--- src/rtl/timer_regbank_cmp_if.sv ---
// ---------------------------------------------------------------------------
// timer_regbank_cmp_if
// Register-access bus between the APB slave FSM (master side) and the timer
// register bank (slave side).
//   addr   byte address (ADDR_W bits), word aligned
//   wr_en  one-cycle write strobe
//   rd_en  one-cycle read strobe
//   wdata  32-bit write data
//   wstrb  byte enables for writes
//   rdata  registered read data (one cycle after rd_en)
//   err    registered access-error pulse (one cycle after the access)
// ---------------------------------------------------------------------------
interface timer_regbank_cmp_if #(
    parameter int ADDR_W = 12
);
    logic [ADDR_W-1:0] addr;
    logic              wr_en;
    logic              rd_en;
    logic [31:0]       wdata;
    logic [3:0]        wstrb;
    logic [31:0]       rdata;
    logic              err;

    modport master (
        output addr, wr_en, rd_en, wdata, wstrb,
        input  rdata, err
    );

    modport slave (
        input  addr, wr_en, rd_en, wdata, wstrb,
        output rdata, err
    );
endinterface

--- src/rtl/timer_regbank_cmp.sv ---
// ---------------------------------------------------------------------------
// timer_regbank_cmp
// Register bank and 64-bit counter core of the APB timer: byte-strobed
// writes, registered reads, a prescaled up-counter, NUM_CMP compare channels
// with W1C sticky status, and a combined interrupt.
// Ports:
//   clk   clock, all state updates on the rising edge
//   rst   synchronous reset, active high
//   bus   register-access bus (slave modport): addr/wr_en/rd_en/wdata/wstrb
//         in, rdata/err out (both registered)
//   irq   |(TISR & TIER), combinational from registers
//   cnt   current counter value {TDR1,TDR0}
// Register map (reserved bits read 0):
//   0x00 TCR  [0] timer_en, [1] div_en, [8+:DIV_W] div_val
//   0x04 TDR0  0x08 TDR1  0x0C TIER  0x10 TISR (W1C)
//   0x20+8k TCMP_LO[k], 0x24+8k TCMP_HI[k]
// ---------------------------------------------------------------------------
module timer_regbank_cmp #(
    parameter int NUM_CMP = 2,
    parameter int ADDR_W  = 12,
    parameter int DIV_W   = 4
) (
    input  logic                clk,
    input  logic                rst,
    timer_regbank_cmp_if.slave  bus,
    output logic                irq,
    output logic [63:0]         cnt
);

    // Prescale counter must reach 2^(2^DIV_W - 1) - 1, hence 2^DIV_W bits.
    localparam int          DIVC_W   = 2 ** DIV_W;
    localparam logic [31:0] TCR_MASK = 32'h3 | (((32'h1 << DIV_W) - 32'h1) << 8);

    function automatic logic [31:0] byte_mask(input logic [3:0] strb);
        logic [31:0] m;
        for (int i = 0; i < 4; i++) begin
            m[8*i +: 8] = {8{strb[i]}};
        end
        return m;
    endfunction

    // ------------------------------------------------------------------
    // State
    // ------------------------------------------------------------------
    logic [31:0]        tcr_reg,     tcr_next;
    logic [63:0]        cnt_reg,     cnt_next;
    logic [NUM_CMP-1:0] tier_reg,    tier_next;
    logic [NUM_CMP-1:0] tisr_reg,    tisr_next;
    logic [63:0]        tcmp_reg     [NUM_CMP];
    logic [63:0]        tcmp_next    [NUM_CMP];
    logic [DIVC_W-1:0]  div_cnt_reg, div_cnt_next;
    logic [31:0]        rdata_reg,   rdata_next;
    logic               err_reg,     err_next;

    // ------------------------------------------------------------------
    // Address decode
    // ------------------------------------------------------------------
    logic               sel_tcr, sel_tdr0, sel_tdr1, sel_tier, sel_tisr;
    logic [NUM_CMP-1:0] sel_cmp_lo, sel_cmp_hi;
    logic [NUM_CMP-1:0] match;
    logic               aligned, mapped, wr_ok, rd_ok, acc_err;
    logic [31:0]        wmask, w1c_bits;

    assign sel_tcr  = (bus.addr == ADDR_W'(32'h00));
    assign sel_tdr0 = (bus.addr == ADDR_W'(32'h04));
    assign sel_tdr1 = (bus.addr == ADDR_W'(32'h08));
    assign sel_tier = (bus.addr == ADDR_W'(32'h0C));
    assign sel_tisr = (bus.addr == ADDR_W'(32'h10));

    genvar gi;
    generate
        for (gi = 0; gi < NUM_CMP; gi++) begin : g_cmp
            assign sel_cmp_lo[gi] = (bus.addr == ADDR_W'(32'h20 + 32'(8 * gi)));
            assign sel_cmp_hi[gi] = (bus.addr == ADDR_W'(32'h24 + 32'(8 * gi)));
            // Compare runs on the registered count regardless of timer_en.
            assign match[gi]      = (cnt_reg == tcmp_reg[gi]);
        end
    endgenerate

    assign aligned = (bus.addr[1:0] == 2'b00);
    assign mapped  = aligned & (sel_tcr | sel_tdr0 | sel_tdr1 | sel_tier | sel_tisr |
                                (|sel_cmp_lo) | (|sel_cmp_hi));
    // Simultaneous read and write is illegal and touches nothing.
    assign acc_err = (bus.wr_en | bus.rd_en) & (~mapped | (bus.wr_en & bus.rd_en));
    assign wr_ok   = bus.wr_en & ~bus.rd_en & mapped;
    assign rd_ok   = bus.rd_en & ~bus.wr_en & mapped;
    assign wmask   = byte_mask(bus.wstrb);
    assign w1c_bits = bus.wdata & wmask;

    // ------------------------------------------------------------------
    // Prescaler and counter
    // ------------------------------------------------------------------
    logic              timer_en, div_en, tick;
    logic [DIV_W-1:0]  div_val;
    logic [DIVC_W-1:0] div_limit;

    assign timer_en  = tcr_reg[0];
    assign div_en    = tcr_reg[1];
    assign div_val   = tcr_reg[8 +: DIV_W];
    assign div_limit = (DIVC_W'(1) << div_val) - DIVC_W'(1);
    assign tick      = ~div_en | (div_cnt_reg == div_limit);

    always_comb begin
        tcr_next = tcr_reg;
        if (wr_ok && sel_tcr) begin
            tcr_next = ((tcr_reg & ~wmask) | (bus.wdata & wmask)) & TCR_MASK;
        end

        // Any TCR write restarts the prescale period.
        div_cnt_next = '0;
        if (timer_en && div_en && !(wr_ok && sel_tcr) && !tick) begin
            div_cnt_next = div_cnt_reg + DIVC_W'(1);
        end

        // A software write to either half suppresses that cycle's increment.
        cnt_next = cnt_reg;
        if (wr_ok && (sel_tdr0 || sel_tdr1)) begin
            if (sel_tdr0) cnt_next[31:0]  = (cnt_reg[31:0]  & ~wmask) | (bus.wdata & wmask);
            if (sel_tdr1) cnt_next[63:32] = (cnt_reg[63:32] & ~wmask) | (bus.wdata & wmask);
        end else if (timer_en && tick) begin
            cnt_next = cnt_reg + 64'd1;
        end
    end

    // ------------------------------------------------------------------
    // Interrupt enable, status, compare values
    // ------------------------------------------------------------------
    always_comb begin
        logic [31:0] tier_wide;
        tier_wide = (32'(tier_reg) & ~wmask) | (bus.wdata & wmask);
        tier_next = tier_reg;
        if (wr_ok && sel_tier) begin
            tier_next = tier_wide[NUM_CMP-1:0];
        end

        // Set has priority over a same-cycle clear.
        tisr_next = tisr_reg | match;
        if (wr_ok && sel_tisr) begin
            tisr_next = (tisr_reg & ~w1c_bits[NUM_CMP-1:0]) | match;
        end

        for (int k = 0; k < NUM_CMP; k++) begin
            tcmp_next[k] = tcmp_reg[k];
            if (wr_ok && sel_cmp_lo[k]) begin
                tcmp_next[k][31:0] = (tcmp_reg[k][31:0] & ~wmask) | (bus.wdata & wmask);
            end
            if (wr_ok && sel_cmp_hi[k]) begin
                tcmp_next[k][63:32] = (tcmp_reg[k][63:32] & ~wmask) | (bus.wdata & wmask);
            end
        end
    end

    // ------------------------------------------------------------------
    // Read mux and response
    // ------------------------------------------------------------------
    always_comb begin
        logic [31:0] rd_mux;
        rd_mux = '0;
        if (sel_tcr)  rd_mux = tcr_reg;
        if (sel_tdr0) rd_mux = cnt_reg[31:0];
        if (sel_tdr1) rd_mux = cnt_reg[63:32];
        if (sel_tier) rd_mux = 32'(tier_reg);
        if (sel_tisr) rd_mux = 32'(tisr_reg);
        for (int k = 0; k < NUM_CMP; k++) begin
            if (sel_cmp_lo[k]) rd_mux = tcmp_reg[k][31:0];
            if (sel_cmp_hi[k]) rd_mux = tcmp_reg[k][63:32];
        end
        rdata_next = rd_ok ? rd_mux : 32'h0;
        err_next   = acc_err;
    end

    // ------------------------------------------------------------------
    // Registers
    // ------------------------------------------------------------------
    always_ff @(posedge clk) begin
        if (rst) begin
            tcr_reg     <= '0;
            cnt_reg     <= '0;
            tier_reg    <= '0;
            tisr_reg    <= '0;
            div_cnt_reg <= '0;
            rdata_reg   <= '0;
            err_reg     <= 1'b0;
            for (int k = 0; k < NUM_CMP; k++) begin
                tcmp_reg[k] <= '1;
            end
        end else begin
            tcr_reg     <= tcr_next;
            cnt_reg     <= cnt_next;
            tier_reg    <= tier_next;
            tisr_reg    <= tisr_next;
            div_cnt_reg <= div_cnt_next;
            rdata_reg   <= rdata_next;
            err_reg     <= err_next;
            for (int k = 0; k < NUM_CMP; k++) begin
                tcmp_reg[k] <= tcmp_next[k];
            end
        end
    end

    assign bus.rdata = rdata_reg;
    assign bus.err   = err_reg;
    assign irq       = |(tisr_reg & tier_reg);
    assign cnt       = cnt_reg;

endmodule

--- src/flat_wrapper.sv ---
// flat-port wrapper written by rule: the top's interface ports become plain ports
module timer_regbank_cmp_flat 
#(
    parameter int NUM_CMP = 2,
    parameter int ADDR_W  = 12,
    parameter int DIV_W   = 4
)
  (clk, rst, irq, cnt, bus_addr, bus_wr_en, bus_rd_en, bus_wdata, bus_wstrb, bus_rdata, bus_err);
  timer_regbank_cmp_if #(.ADDR_W(ADDR_W)) bus_i ();
  input  logic clk;
  input  logic rst;
  output logic irq;
  output logic [63:0] cnt;
  input wire logic [$bits(bus_i.addr)-1:0] bus_addr;
  input wire logic [$bits(bus_i.wr_en)-1:0] bus_wr_en;
  input wire logic [$bits(bus_i.rd_en)-1:0] bus_rd_en;
  input wire logic [$bits(bus_i.wdata)-1:0] bus_wdata;
  input wire logic [$bits(bus_i.wstrb)-1:0] bus_wstrb;
  output wire logic [$bits(bus_i.rdata)-1:0] bus_rdata;
  output wire logic [$bits(bus_i.err)-1:0] bus_err;
  assign bus_i.addr = bus_addr;
  assign bus_i.wr_en = bus_wr_en;
  assign bus_i.rd_en = bus_rd_en;
  assign bus_i.wdata = bus_wdata;
  assign bus_i.wstrb = bus_wstrb;
  assign bus_rdata = bus_i.rdata;
  assign bus_err = bus_i.err;
  timer_regbank_cmp #(.NUM_CMP(NUM_CMP), .ADDR_W(ADDR_W), .DIV_W(DIV_W)) u_core (.clk(clk), .rst(rst), .bus(bus_i), .irq(irq), .cnt(cnt));
endmodule
--- config.mk ---
export PLATFORM = sky130hd
export DESIGN_NAME = timer_regbank_cmp_flat
export DESIGN_NICKNAME = d
export VERILOG_FILES = /design/src/rtl/timer_regbank_cmp_if.sv /design/src/rtl/timer_regbank_cmp.sv /design/src/flat_wrapper.sv
export SDC_FILE = /design/constraint.sdc
export NUM_CORES = 1
export LEC_CHECK = 0
export BUFFER_PORTS_ARGS = -buffer_cell sky130_fd_sc_hd__clkbuf_2
export CAP_MARGIN = 15
export CORE_MARGIN = 5
export CORE_UTILIZATION = 43
export CTS_CLUSTER_DIAMETER = 150
export DETAILED_ROUTE_END_ITERATION = 16
export HOLD_SLACK_MARGIN = 0.08
export PLACE_DENSITY = 0.71
export SYNTH_ARGS = -nofsm -noshare
export SYNTH_HDL_FRONTEND = slang
export SYNTH_SLANG_ARGS = --single-unit
--- constraint.sdc ---
create_clock -name clk -period 3.7 [get_ports clk]
set_clock_uncertainty 0.2 [all_clocks]
set_input_delay 0.185 -clock clk [delete_from_list [all_inputs] [get_ports clk]]
set_output_delay 0.185 -clock clk [all_outputs]
set_load 0.02 [all_outputs]
## Yosys cells after proc, flatten, opt, wreduce, memory -nomap -nowiden

Memory sizes are Yosys's and may differ from the RTL's.
Cells that the tools add are included.

- $add $sub $neg: 3
- $mul: 0
- Divide/modulo/power cells: 0
- Order comparisons: 0
- Equality and inequality tests: 13
- Shift-type cells: 1
- Mux-type cells: 23
- Bitwise gates (word level): 47
- Reductions and logical operators: 25

Operators with widths:

| kind | number |
|---|---|
| 32-bit two-way mux | 14 |
| 64-bit two-way mux | 4 |
| 32-bit bitwise AND | 7 |
| 32-bit bitwise OR | 6 |
| 64-bit == test | 2 |
| 64-bit by 1-bit adder with 64-bit output (second input constant) | 1 |
| 12-bit by 6-bit == test with 1-bit output (second input constant) | 4 |
| 32-bit NOT | 1 |
| 12-bit by 4-bit == test with 1-bit output (second input constant) | 2 |
| 16-bit by 1-bit adder with 16-bit output (second input constant) | 1 |
| 16-bit == test | 1 |
| 1-bit by 4-bit left shift with 16-bit output (first input constant) | 1 |
| 16-bit by 2-bit subtractor with 16-bit output (second input constant) | 1 |
| 12-bit bitwise AND | 1 |
| 12-bit by 3-bit == test with 1-bit output (second input constant) | 1 |
| 12-bit by 5-bit == test with 1-bit output (second input constant) | 1 |
| 1-bit logical AND | 12 |
| 12-bit zero test | 1 |
| 12-bit two-way mux | 1 |
| 12-bit bitwise OR | 1 |
| 1-bit bitwise OR | 11 |
| 2-bit OR reduction | 5 |
| 1-bit bitwise AND | 7 |
| 2-bit bitwise AND | 3 |
| other kinds (11) | 23 |

- Flip-flop bits (word level): 123
- Latch bits: 0
- Bits in writable memories: 128
- ROM bits: 0
- Input port bits: 52
- Output and inout bits: 98
- Logic and storage cells: 121
- Memories kept: 1

Memories:

| name | depth | width | rd ports | clocked after Yosys merged registers in | write ports | line | RTL |
|---|---|---|---|---|---|---|---|
| u_core.tcmp_reg | 2 | 64 | 2 | 0 | 2 | timer_regbank_cmp.sv:49 | `logic [63:0] tcmp_reg [NUM_CMP];` |

## Depth between registers and ports, before layout

- Depth after elaboration: 15
- Depth in mapped cells: 17
- Mapped depth without buffers: 10

## Least setup slack after synthesis

No wires, ideal clock.

- Path type: register to register
- Start point: reg (tool-made name)
- End point: reg (tool-made name)
- Setup time: 119 ps
- Arrival time: 3504 ps
- Setup slack: -123 ps
- Stages on the path, launching flop included: 16
- Buffers on the path: 6
- Period minus slack after synthesis: 3823 ps
- Path through: dfxtp_1 > clkbuf_1 > buf_2 > buf_2 > nand3b_1 > ha_1 > buf_2 > buf_2 > xnor2_1 > xnor2_1 > or4_4 > a2111oi_4 > nand4_2 > buf_2 > and3_1 > o221a_1

==> results.txt <==
----------------------------------------------------
[Clocking]
  CTS root buffer ... clkbuf_16
  Buffer levels on the longest clock path ... 3
  Clock buffer count from CTS ... 29
  Clock transition at the registers of the reported paths ... 0.06 ns
  CTS resizes ... 0
  Worst-Skew Late Latency ... 0.57 ns
  Number of sinks on the clock net ... 251
  # H-tree levels ... 1
  Clock tree from TritonCTS ... yes

[Synth]
  Average cell area after synthesis ... 8.14 sq um
  Synthesized Nets ... 1,902
  Number of distinct standard cells referenced by the synthesized netlist ... 82
  Fraction of synthesis flops using an asynchronous set or reset pin ... 0%
  Top cell type by total area after synthesis ... dfxtp_1
  Top FF cell, synth ... dfxtp_1
  Flops & latches, synth ... 251
  Gate Count Post-Synth ... 1,847
  Area share of the largest cell type after synthesis ... 33.4%
  Cell area after synthesis ... 0.0150 sq mm
  EDFF count, synth ... 0
  Warnings from Yosys ... 0
  Top cells by area in the synthesized netlist ... dfxtp_1 (33%), mux2i_1 (10%), xor2_1 (8.2%)
  Sequential cell area fraction in the yosys report ... 33.4%

[STA]
  Post-layout worst setup margin ... 0.172 ns
  Total negative slack ... 0 ns
  Fmax ... 283 MHz
  Final critical-path share of the clock period ... 95.4%
  Count of final hold-check violations ... 0
  RSZ-0062 raised after global routing ... no
  Worst Max-Slew Pin Slew ... 0.914 ns
  Headroom to the max-slew limit ... 39.0%
  Final worst path period need ... 3.53 ns
  Number of setup violations in the final report ... 0
  Final count of pins violating max slew ... 0
  Fin Hold WS ... 0.110 ns

[Worst setup path]
  Library cell contributing the largest single delay on the critical path ... nor4_1
  Arrival time at the worst endpoint ... 3.83 ns
  CP required ... 4.00 ns
  Setup Crit Path Kind ... in2reg
  Setup crit start kind ... input port
  Cell repeated most along the worst path ... dlygate4sd3_1
  Family with the most delay on the worst path ... buffers and inverters
  CP endpoint kind ... flop
  Cells along the critical path ... dlygate4sd3_1 -> clkbuf_2 -> nand2b_1 -> nor4_1 -> a32oi_1 -> nor2b_1 -> nand3_1 -> dlygate4sd3_1 -> a21oi_1 -> dlygate4sd3_1
  Maximum fanout count along the critical path ... 6
  Delay contributed by the slowest stage of the critical path ... 0.60 ns
  Number of buffers and inverters on the critical path ... 4

[Routing]
  Pre-Repair DR Iteration Count ... 6
  Remaining routing DRC violations ... 0
  Avg WL per Cell ... 25.0 um
  Final routed wirelength across all metal layers ... 61.2 mm
  Vias per Instance ... 6.39
  Remaining antenna violation count ... 0
  Violation count after the first detailed-routing iteration ... 2,235
  Vias post-DR ... 15.7k

[Floorplan]
  Overall die area ... 0.0388 sq mm
  Total I/O pin count ... 150
  Chip height ... 197 um
  Core Rows ... 68
  Initial Util ... 43.5%
  Core region area ... 0.0345 sq mm
  Die Wd ... 197 um

[Finish]
  Layout cell share with drive strength beyond 1 ... 15.9%
  Number of inserted filler cells in the final layout ... 3,281
  Share of the core filled with cells in the final layout ... 51.4%
  Net count of the finished layout ... 2,029
  Antenna diode count ... 0
  Area growth from synthesis to layout ... 18.1%

[Power]
  Leakage ... 0.00596 uW
  Peak supply drop ... 370 uV
  Final Power ... 5950 uW
  Power Dens Cells ... 335 mW/mm^2

[Placed design]
  Weighted congestion reported at the end of routability-driven placement ... 0.943
  Pre-CTS setup slack ... 0.243 ns
  Buffers added on ports ... 149
  Detailed placement HPWL ... 44.6 mm

[Outcome]
  Run status ... finished, final reports clean

[Run]
  Reported max-cap violation count ... 0

[Global route]
  Via count of the first global-routing pass ... 14.9k
  Maximum number of pins on one net before global-route repair ... 95
  Antenna violations before repair ... 3
  Total routing usage reported by global routing ... 30.1%
  Wire length of the first global-routing pass ... 92.0 mm
  Residual overflow from global routing ... 0

[Hold path]
  Worst min-delay path category ... in2reg

----------------------------------------------------
==> worst paths after layout <==
path / from / end / slack [ns] / cells past startpoint
hold / removal: bus_addr[3] / u_core.bus.rdata[0]$_SDFF_PP0_ / 0.11 / 4
setup / recovery: bus_rd_en / flop / 0.17 / 10
setup reg to reg: flop / flop / 0.25 / 11
hold reg to reg: flop / u_core.bus.rdata[28]$_SDFF_PP0_ / 0.28 / 2
==> where the power goes <==
group	internal, uW	leakage, uW	switching (uW)	total, uW
registers	2700	0.00203	0.171	2700
logic	69.0	0.00342	155	224
clock network	1810	0.000510	1220	3030
total	4580	0.00596	1370	5950
==> worst reg2reg max path, delay by kind of cell, from the launching register on <==
family          cells  cell delay (ns)
simple gates        7             1.73
buf+inv             1             0.24
flops               1             0.31
compound gates      2             0.58
fa+ha+maj           1             0.29
==> layout by cell type, fill, tap and decap left out, drive strengths merged, types with 6 or more instances in the layout <==
master       synthesis  layout
a211oi              24      24
a21boi               6       6
a21oi              119     119
a221oi              27      27
a22oi               24      24
a2bb2oi             27      27
a31o                 7       7
a31oi               46      46
a32oi               11      11
a41oi                7       7
and2                15      15
and3                30      30
and4                14      14
buf                 30      79
clkbuf             147     192
clkinv               0       8
dfxtp              251     251
dlygate4sd3          0      45
inv                 19      20
mux2i              154     154
nand2              280     280
nand2b              14      14
nand3               55      55
nand4               38      38
nor2               106     106
nor2b                8       8
nor3                23      23
nor3b                7       7
nor4                46      46
o21ai               26      26
o221a               21      21
o22ai                8       8
o2bb2ai             11      11
o31ai               11      11
o32ai                7       7
xnor2               13      13
xor2               140     140
==> final cells by class <==
cell class | instances | area (sq um) | share of cell area, %
Tap cell | 455 | 569 | 3.21
Inverter | 19 | 73.8 | 0.416
Clock buffer | 43 | 898 | 5.06
Sequential cell | 251 | 5020 | 28.3
Multi-Input combinational cell | 1400 | 9240 | 52.0
Clock inverter | 11 | 113 | 0.634
Timing Repair Buffer | 273 | 1840 | 10.4
==> per-stage QoR <==
step	area, sq um	std cells
CTS	17800	2452
finish	17800	2452
detailed placement	16300	2353
global placement	16300	2353
floorplan	15000	1847
global route	17800	2452
==> metal layers <==
metal	GRT usage (%)	wire length (um)
met5	0	13
met4	12.8	2820
met3	6.24	7390
met2	44.9	26200
met1	42.4	24800
==> cell families (layout without fill, tap and decap cells) <==
kind of cell	count (synthesis)	in the layout	share of synthesized area (%)
AO/OA/AOI/OAI	423	423	20.1
XOR/XNOR	153	153	8.91
adder cells (fa/ha/maj)	3	3	0.250
buffers and inverters	196	346	5.27
flip-flops	251	251	33.4
multiplexers	158	158	10.5
AND/OR/NAND/NOR	663	663	21.5
==> repair_timing <==
action	4_1_cts	5_1_grt
hold buffers	45	0
hold endpoints to repair	201	0
buffers inserted	0	0
==> synthesized netlist by cell type, drive strengths merged (26+ instances only) <==
master,n
nand4,38
o21ai,26
nand3,55
buf,30
nor2,106
a21oi,119
clkbuf,147
mux2i,154
a31oi,46
a2bb2oi,27
a221oi,27
nand2,280
nor4,46
dfxtp,251
and3,30
xor2,140
(Power assumes the default switching activity.)
